<file path="config.mk">
export PLATFORM = sky130hd
export DESIGN_NAME = prog_loader
export DESIGN_NICKNAME = d
export VERILOG_FILES = /design/src/rtl/prog_loader_pkg.sv /design/src/rtl/sat_counter.sv /design/src/rtl/prog_loader.sv
export SDC_FILE = /design/constraint.sdc
export NUM_CORES = 1
export LEC_CHECK = 0
export BUFFER_PORTS_ARGS = -buffer_cell sky130_fd_sc_hd__buf_2
export CELL_PAD_IN_SITES_DETAIL_PLACEMENT = 0
export CELL_PAD_IN_SITES_GLOBAL_PLACEMENT = 2
export CORE_ASPECT_RATIO = 0.75
export CORE_UTILIZATION = 35
export CTS_BUF_LIST = sky130_fd_sc_hd__clkbuf_2 sky130_fd_sc_hd__clkbuf_4 sky130_fd_sc_hd__clkbuf_8
export CTS_CLUSTER_DIAMETER = 40
export DETAILED_ROUTE_END_ITERATION = 8
export PLACE_DENSITY = 0.93
export SETUP_SLACK_MARGIN = 0.02
export SLEW_MARGIN = 20
export SYNTH_ARGS = -nofsm -noshare
export SYNTH_HDL_FRONTEND = slang
export SYNTH_HIERARCHICAL = 1
export SYNTH_SLANG_ARGS = --single-unit
</file>
<file path="constraint.sdc">
create_clock -name clk -period 2.8 [get_ports clk]
set_clock_uncertainty 0.15 [all_clocks]
set_input_delay 0.42 -clock clk [delete_from_list [all_inputs] [get_ports clk]]
set_output_delay 0.42 -clock clk [all_outputs]
set_load 0.02 [all_outputs]
</file>
<file path="src/rtl/prog_loader_pkg.sv">
// Shared types and constants for the program loader.
//   state_t         : loader phases
//   INSTR_W         : machine-code word width
//   TIMEOUT_DEFAULT : default run timeout (used only with LOADER_TIMEOUT_EN)
package prog_loader_pkg;

  localparam int unsigned INSTR_W         = 9;
  localparam int unsigned TIMEOUT_DEFAULT = 1000;

  typedef enum logic [2:0] {
    IDLE,
    LOAD,
    LAUNCH,
    RUN,
    FIN
  } state_t;

endpackage

</file>
<file path="src/rtl/sat_counter.sv">
// Saturating up-counter with synchronous clear; clear wins over enable.
//   clk, reset : clock, async active-high reset
//   clr        : zero the count
//   en         : count up by one unless already all-ones
//   count      : current value
module sat_counter #(
  parameter int unsigned W = 16
) (
  input  logic         clk,
  input  logic         reset,
  input  logic         clr,
  input  logic         en,
  output logic [W-1:0] count
);

  always_ff @(posedge clk or posedge reset) begin
    if (reset) begin
      count <= '0;
    end else if (clr) begin
      count <= '0;
    end else if (en && (count != '1)) begin
      count <= count + W'(1);
    end
  end

endmodule

</file>
<file path="src/rtl/prog_loader.sv">
// Boot/launch controller for the 9-bit CPU: streams a program into
// instruction memory from address 0, releases the CPU via cpu_start,
// then waits for cpu_done and reports the run length.
// Optional build macro LOADER_TIMEOUT_EN adds parameter TIMEOUT: a run
// reaching TIMEOUT cycles without cpu_done sets err and ends in FIN.
// Ports:
//   clk, reset                 : clock, async active-high reset
//   go                         : level, permits a load from IDLE / leaves FIN when low
//   in_valid/in_data/in_last   : program word stream, in_ready accepts
//   imem_we/imem_addr/imem_wdata : instruction-memory write port
//   cpu_start / cpu_done       : CPU start (held high = parked) and done
//   busy, finished, err        : status (err is sticky until reset)
//   word_count                 : words written by the last load
//   run_cycles                 : cycles spent in RUN, saturating
module prog_loader
  import prog_loader_pkg::*;
#(
  parameter int unsigned D         = 12,
  parameter int unsigned DEPTH     = 4096,
  parameter int unsigned START_CYC = 2,
  parameter int unsigned CW        = 16
`ifdef LOADER_TIMEOUT_EN
  , parameter int unsigned TIMEOUT = TIMEOUT_DEFAULT
`endif
) (
  input  logic               clk,
  input  logic               reset,
  input  logic               go,
  input  logic               in_valid,
  input  logic [INSTR_W-1:0] in_data,
  input  logic               in_last,
  output logic               in_ready,
  output logic               imem_we,
  output logic [D-1:0]       imem_addr,
  output logic [INSTR_W-1:0] imem_wdata,
  output logic               cpu_start,
  input  logic               cpu_done,
  output logic               busy,
  output logic               finished,
  output logic               err,
  output logic [D:0]         word_count,
  output logic [CW-1:0]      run_cycles
);

  localparam int unsigned WCW = D + 1;
  localparam int unsigned LW  = (START_CYC > 1) ? $clog2(START_CYC) : 1;

  state_t        state;
  logic [D-1:0]  ptr;
  logic [LW-1:0] lcnt;
  logic          done_q;

  logic xfer_c;
  logic at_limit_c;
  logic launch_end_c;
  logic run_en_c;
  logic timeout_c;

  assign xfer_c       = in_valid & in_ready;
  // This transfer fills the last memory word.
  assign at_limit_c   = (word_count == WCW'(DEPTH - 1));
  assign launch_end_c = (state == LAUNCH) && (lcnt == LW'(START_CYC - 1));
  assign run_en_c     = (state == RUN);

`ifdef LOADER_TIMEOUT_EN
  // This RUN cycle brings run_cycles up to TIMEOUT.
  assign timeout_c = (run_cycles >= CW'(TIMEOUT - 1));
`else
  assign timeout_c = 1'b0;
`endif

  // run_cycles restarts on RUN entry and freezes once RUN is left.
  sat_counter #(.W(CW)) u_run_cnt (
    .clk   (clk),
    .reset (reset),
    .clr   (launch_end_c),
    .en    (run_en_c),
    .count (run_cycles)
  );

  // Control FSM; all outputs registered alongside the state transition.
  always_ff @(posedge clk or posedge reset) begin
    if (reset) begin
      state      <= IDLE;
      in_ready   <= 1'b0;
      imem_we    <= 1'b0;
      imem_addr  <= '0;
      imem_wdata <= '0;
      cpu_start  <= 1'b1;
      busy       <= 1'b0;
      finished   <= 1'b0;
      err        <= 1'b0;
      word_count <= '0;
      ptr        <= '0;
      lcnt       <= '0;
      done_q     <= 1'b0;
    end else begin
      done_q  <= cpu_done;
      imem_we <= 1'b0;
      unique case (state)
        IDLE: begin
          if (go) begin
            state      <= LOAD;
            in_ready   <= 1'b1;
            busy       <= 1'b1;
            ptr        <= '0;
            word_count <= '0;
          end
        end
        LOAD: begin
          if (xfer_c) begin
            imem_we    <= 1'b1;
            imem_addr  <= ptr;
            imem_wdata <= in_data;
            ptr        <= ptr + D'(1);
            word_count <= word_count + WCW'(1);
            // A last word that exactly fills memory is still a legal program.
            if (in_last) begin
              state    <= LAUNCH;
              in_ready <= 1'b0;
              lcnt     <= '0;
            end else if (at_limit_c) begin
              state    <= FIN;
              in_ready <= 1'b0;
              busy     <= 1'b0;
              finished <= 1'b1;
              err      <= 1'b1;
            end
          end
        end
        LAUNCH: begin
          if (launch_end_c) begin
            state     <= RUN;
            cpu_start <= 1'b0;
          end else begin
            lcnt <= lcnt + LW'(1);
          end
        end
        RUN: begin
          if (done_q || timeout_c) begin
            state     <= FIN;
            cpu_start <= 1'b1;
            busy      <= 1'b0;
            finished  <= 1'b1;
            if (!done_q) begin
              err <= 1'b1;
            end
          end
        end
        FIN: begin
          if (!go) begin
            state    <= IDLE;
            finished <= 1'b0;
          end
        end
        default: begin
          state <= IDLE;
        end
      endcase
    end
  end

endmodule

</file>
==> out/qor.yml, run 1 <==
worstSetupStartpointType: "flop"
worst-r2r-setup-slack_ns: 0.42
top_layer_used: "met4"
areaGrowthSynthToFinish_pct: 18.5
start_util_pct: 36.7
antenna_left: 0
cts_made_buffers: 9
path_clk_slew_ns: 0.08
clock_latency_ns: 0.36
cts_resized: 0
finalHoldViolations: 0
grt_pass1_vias: 2909
r2r_start: "state[2]"
outcome: "finished, final reports clean"
syn_nets: 396
synth_edf_count: 0
drc: 0
dr.pass1.iters: 4
hold_path_class: "input pin to async pin"
rsz0062_at_grt: "false"
setup.worst_path.end_class: "flop"
grtUsageTotal_pct: 17.1
die_w_um: 119
grt_max_degree: 58
final_cell_mix: "nand2_1, dfrtp_1, buf_2"
gr-total-overflow: 0
ys_seq_area_share_pct: 50.7
cp_slowest_cell: "dfrtp_1"
leakage_nw: 2.03
nets: 468
relSlewSlack_pct: 51.6
max-clock-path-buffers: 2
drive_gt1_share_pct: 23.5
finalSetupTns_ns: 0
antenna_found_initial: 0
ys_ff_latch: 73
met3_length_um: 498
diodes: 0
async_reset_ff_share_pct: 100
wl_um: 8590
yosysUniqueCellTypes: 58
netlist_area_mm2: 0.00360
ios: 71
numPortBuffers: 70
root_buffer: "clkbuf_8"
gp_congestion: 0.796
critical_path_class: "flop to flop"
die_y_um: 89.9
r2r_cells: 6
synth_flop_cell: "dfrtp_1"
report.final.slew_viol_count: 0
power_density_mw_per_mm2: 739
required_ns: 2.93
dr_wl_met2_um: 3900
viasPerCell: 5.28
netlist_instances: 378
power.total_mw: 3.16
setup_ws_ns: 0.418
h-tree-depth: 3
cp_max_fo: 9
max_freq_ghz: 0.420
ir_drop_uv: 477
arrival_ns: 2.51
wl_met1_um: 4170
max_stage_delay_ns: 0.50
dp.final_hpwl_um: 5720
clkSinkCount: 73
r2r-end: "u_run_cnt/count[13]"
min_period_ns: 2.38
yosys_warnings: 6
period_share_pct: 85.1
crit_end: "u_run_cnt/count[13]"
vias: 3097
rows: 31
cts_tree: "built"
drtIter0Drc: 222
setup_violations: 0
core_area_mm2: 0.00981
crit_path_cell_trace: "nor2b_1 > and2_1 > nand3_1 > or4_4 > or4_1 > a21oi_1"
crit_start: "state[2]"
grt_pass1_wl_um: 14700
maxCapViolCount: 0
place_ws_ns: 0.481
wl_per_cell_um: 14.6
mostFrequentLayoutCell: "nand2_1"
die_area_mm2: 0.0107
worst_slew_pin_slew_ns: 0.726
syn_avg_cell_area_um2: 9.53
==> cells by family after synthesis <==
kind of cell    synth area share [%]
xor+xnor                        1.70
flops                           50.7
simple gates                    25.5
compound gates                  15.5
mux                             1.22
buf+inv                         4.34
fa+ha+maj                       1.04
==> final cells by class <==
class | count | area [um2]
timing repair buffer | 78 | 413
sequential | 73 | 1830
clock buffer | 10 | 131
inverter | 10 | 42.5
fill | 982 | 5540
multi-input combinational | 278 | 1620
clock inverter | 6 | 67.6
tap | 132 | 165
==> worst min path at each step <==
stage          depth (start not counted)  slack [ns]             endpoint
6_report                               2        0.02   u_run_cnt/count[9]
5_1_grt                                2        0.05  u_run_cnt/count[12]
4_1_cts                                2        0.03   u_run_cnt/count[0]
3_5_place_dp                           2        0.31            cpu_start
3_3_place_gp                           2        0.30        imem_wdata[8]
2_1_floorplan                          1        0.18   u_run_cnt/count[0]
==> state kept, by name, indices dropped and copies added, names as in the netlist <==
| register | flops |
|---|---|
| u_run_cnt/count | 16 |
| word_count | 13 |
| imem_addr | 12 |
| ptr | 12 |
| imem_wdata | 9 |
| state | 3 |
| busy | 1 |
| cpu_start | 1 |
| done_q | 1 |
| err | 1 |
| finished | 1 |
| imem_we | 1 |
| in_ready | 1 |
| lcnt | 1 |
==> metal layers <==
| metal | global-route usage [%] | up-vias |
|---|---|---|
| met5 | 0 | - |
| li1 | - | 1498 |
| met4 | 2.53 | 0 |
| met3 | 6.09 | 4 |
| met2 | 26.6 | 77 |
| met1 | 23.4 | 1518 |
==> worst max-delay path: cells and delay by family (launching register included) <==
kind	cells	cell delay [ns]
flops	1	0.50
compound gates	1	0.15
simple gates	5	1.50
==> cell usage after synthesis, drive strengths merged, types with 2 or more instances <==
cell / number / area (um2)
or4: 9 / 72.6
nand2: 80 / 300
o41ai: 3 / 26.3
and4: 2 / 17.5
a21oi: 28 / 140
o31ai: 7 / 52.6
xor2: 5 / 43.8
o2111ai: 7 / 91.3
xnor2: 2 / 17.5
nor3: 5 / 25.0
o211ai: 4 / 30.0
and2: 6 / 37.5
nand3: 12 / 60.1
dfrtp: 72 / 1800
nand2b: 4 / 25.0
and3: 4 / 25.0
o21ai: 23 / 115
ha: 3 / 37.5
nor2b: 4 / 25.0
nor4: 4 / 31.3
buf: 11 / 90.1
a31oi: 4 / 25.0
nand4: 8 / 65.1
a22o: 2 / 17.5
clkbuf: 6 / 23.8
mux2: 3 / 33.8
nor2: 16 / 67.6
inv: 9 / 33.8
or3: 20 / 125
==> power by group <==
part           total, mW  internal [mW]  switching [mW]  leakage (nW)
combinational      0.939          0.317           0.622         0.945
sequential          1.38           1.23           0.148         0.985
clock              0.842          0.424           0.417        0.0963
total               3.16           1.97            1.19          2.03
==> per-stage QoR <==
stage	util [%]	instances	hold WS (ns)	area [um2]
6_report	43.5	587	0.0222	4270
5_1_grt	43.5	587	0.0534	4270
4_1_cts	43.5	587	0.0263	4270
3_5_place_dp	41.4	570	0.306	4060
3_3_place_gp	41.4	570	0.304	4060
2_1_floorplan	-	378	0.184	3600
==> what timing repair did <==
item	CTS	global route
buffers inserted	0	0
hold buffers	1	0
hold endpoints to repair	1	0
No activity file was read; power rests on OpenSTA's default activity.
==> inputs of run 2 (changes only) <==
--- a/config.mk
+++ b/config.mk
@@ -13,7 +13,7 @@
 export CTS_BUF_LIST = sky130_fd_sc_hd__clkbuf_2 sky130_fd_sc_hd__clkbuf_4 sky130_fd_sc_hd__clkbuf_8
 export CTS_CLUSTER_DIAMETER = 40
 export DETAILED_ROUTE_END_ITERATION = 8
-export PLACE_DENSITY = 0.93
+export PLACE_DENSITY = 0.8
 export SETUP_SLACK_MARGIN = 0.02
 export SLEW_MARGIN = 20
 export SYNTH_ARGS = -nofsm -noshare
==> run 2 against run 1 <==
  * Power up 2.8%
  * Via count down 0.61%
  * Cell count unchanged
  * Highest routed layer unchanged
  * Combinational power up 2%
  * Die area unchanged
  * Critical endpoint unchanged
==> out/qor.yml, run 2 (synthesis results as in run 1) <==
mostFrequentLayoutCell: "nand2_1"
numPortBuffers: 70
required_ns: 2.93
setup_violations: 0
hold_ws_ns: 0.0212
drc: 0
worstSetupStartpointType: "flop"
multiInputGateArea_mm2: 0.00162
nFillCells: 998
dr.pass1.iters: 4
nets: 469
regArea_mm2: 0.00183
areaGrowthSynthToFinish_pct: 19.3
final_cell_mix: "nand2_1, dfrtp_1, buf_2"
cts_resized: 0
max_stage_delay_ns: 0.50
clock_latency_ns: 0.35
cp_slowest_cell: "dfrtp_1"
crit_family: "simple AND/OR/NAND/NOR gates"
leakage_nw: 2.04
die_y_um: 89.9
die_w_um: 119
grt_max_degree: 58
grt_pass1_vias: 2873
dp.final_hpwl_um: 5870
vias: 3078
max-clock-path-buffers: 2
wl_per_cell_um: 14.8
viasPerCell: 5.24
start_util_pct: 36.7
grt_pass1_wl_um: 14600
path_clk_slew_ns: 0.08
min_period_ns: 2.33
reg_top3: "u_run_cnt/count: 16 flops, word_count: 13 flops"
clkSinkCount: 73
arrival_ns: 2.45
drive_gt1_share_pct: 23.5
top_register: "u_run_cnt/count"
die_area_mm2: 0.0107
power_density_mw_per_mm2: 755
finalHoldViolations: 0
worst_slew_pin_slew_ns: 0.744
core_area_mm2: 0.00981
antenna_found_initial: 0
root_buffer: "clkbuf_8"
ir_drop_uv: 367
crit_path_cell_trace: "nor2b_1 > and2_1 > nand3_1 > or4_4 > or4_1 > a21oi_1"
critPathBufInv: 0
largest_reg_flops: 16
gp_congestion: 0.745
rsz0062_at_grt: "false"
maxCapViolCount: 0
h-tree-depth: 3
setup.worst_path.end_class: "flop"
cts_tree: "built"
rows: 31
drtIter0Drc: 173
cts_made_buffers: 9
outcome: "finished, final reports clean"
report.final.slew_viol_count: 0
diodes: 0
critical_path_class: "flop to flop"
cp_max_fo: 9
relSlewSlack_pct: 50.4
gr-total-overflow: 0
finalSetupTns_ns: 0
period_share_pct: 83.1
antenna_left: 0
wl_um: 8680
max_freq_ghz: 0.430
hold_path_class: "input pin to async pin"
grtUsageTotal_pct: 17.2
ios: 71
[run 2: changes by cell type in the layout (fill, tap and decap cells not counted), sizes merged]
cell    delta
buf        +1
bufinv     +1
clkinv     -1
inv        -1
[run 2: report_power, final]
part | total [mW] | internal, mW | switching, mW
Combinational | 0.958 | 0.321 | 0.637
Sequential | 1.37 | 1.23 | 0.144
Clock | 0.916 | 0.519 | 0.397
Total | 3.25 | 2.07 | 1.18
[run 2: what timing repair did]
item	CTS	global route
hold endpoints to repair	0	1
hold buffers	0	1
setup buffers	0	0
[run 2: layout make-up]
type / count / share of cell area [%]
flip-flops and latches: 73 / 42.5
well taps: 132 / 3.84
clock inverters: 5 / 1.86
repair buffers: 79 / 9.78
multi-input cells: 278 / 37.8
clock buffers: 10 / 3.20
inverters: 10 / 0.990
[run 2: final timing paths]
kind,start,endpoint,slack (ns),cells after the start
worst max-delay path,state[2],u_run_cnt/count[13],0.47,6
worst min-delay path,reset,u_run_cnt/count[9],0.02,2
worst max register to register,state[2],u_run_cnt/count[13],0.47,6
max in group asynchronous,reset,ptr[1],1.87,3
worst min register to register,err,err,0.31,1
min in group clk,in_data[6],imem_wdata[6],0.11,3
[run 2: metrics by stage]
step           cells  area [um2]  worst slack (ns)  utilization (%)  power, mW
6_report         587        4300             0.472             43.8       3.25
5_1_grt          587        4300             0.326             43.8       3.45
4_1_cts          586        4290             0.489             43.7       3.29
3_5_place_dp     571        4070             0.515             41.5       2.36
3_3_place_gp     571        4070             0.541             41.5       2.34
2_1_floorplan    378        3600             0.301                -       2.08
[run 2: routing by layer]
metal	vias up	global-route usage (%)	wire length, um
met1	1502	24.7	4290
met3	8	4.57	389
met5	-	0	0
met4	0	4.54	89
met2	71	25.6	3900
li1	1497	-	-
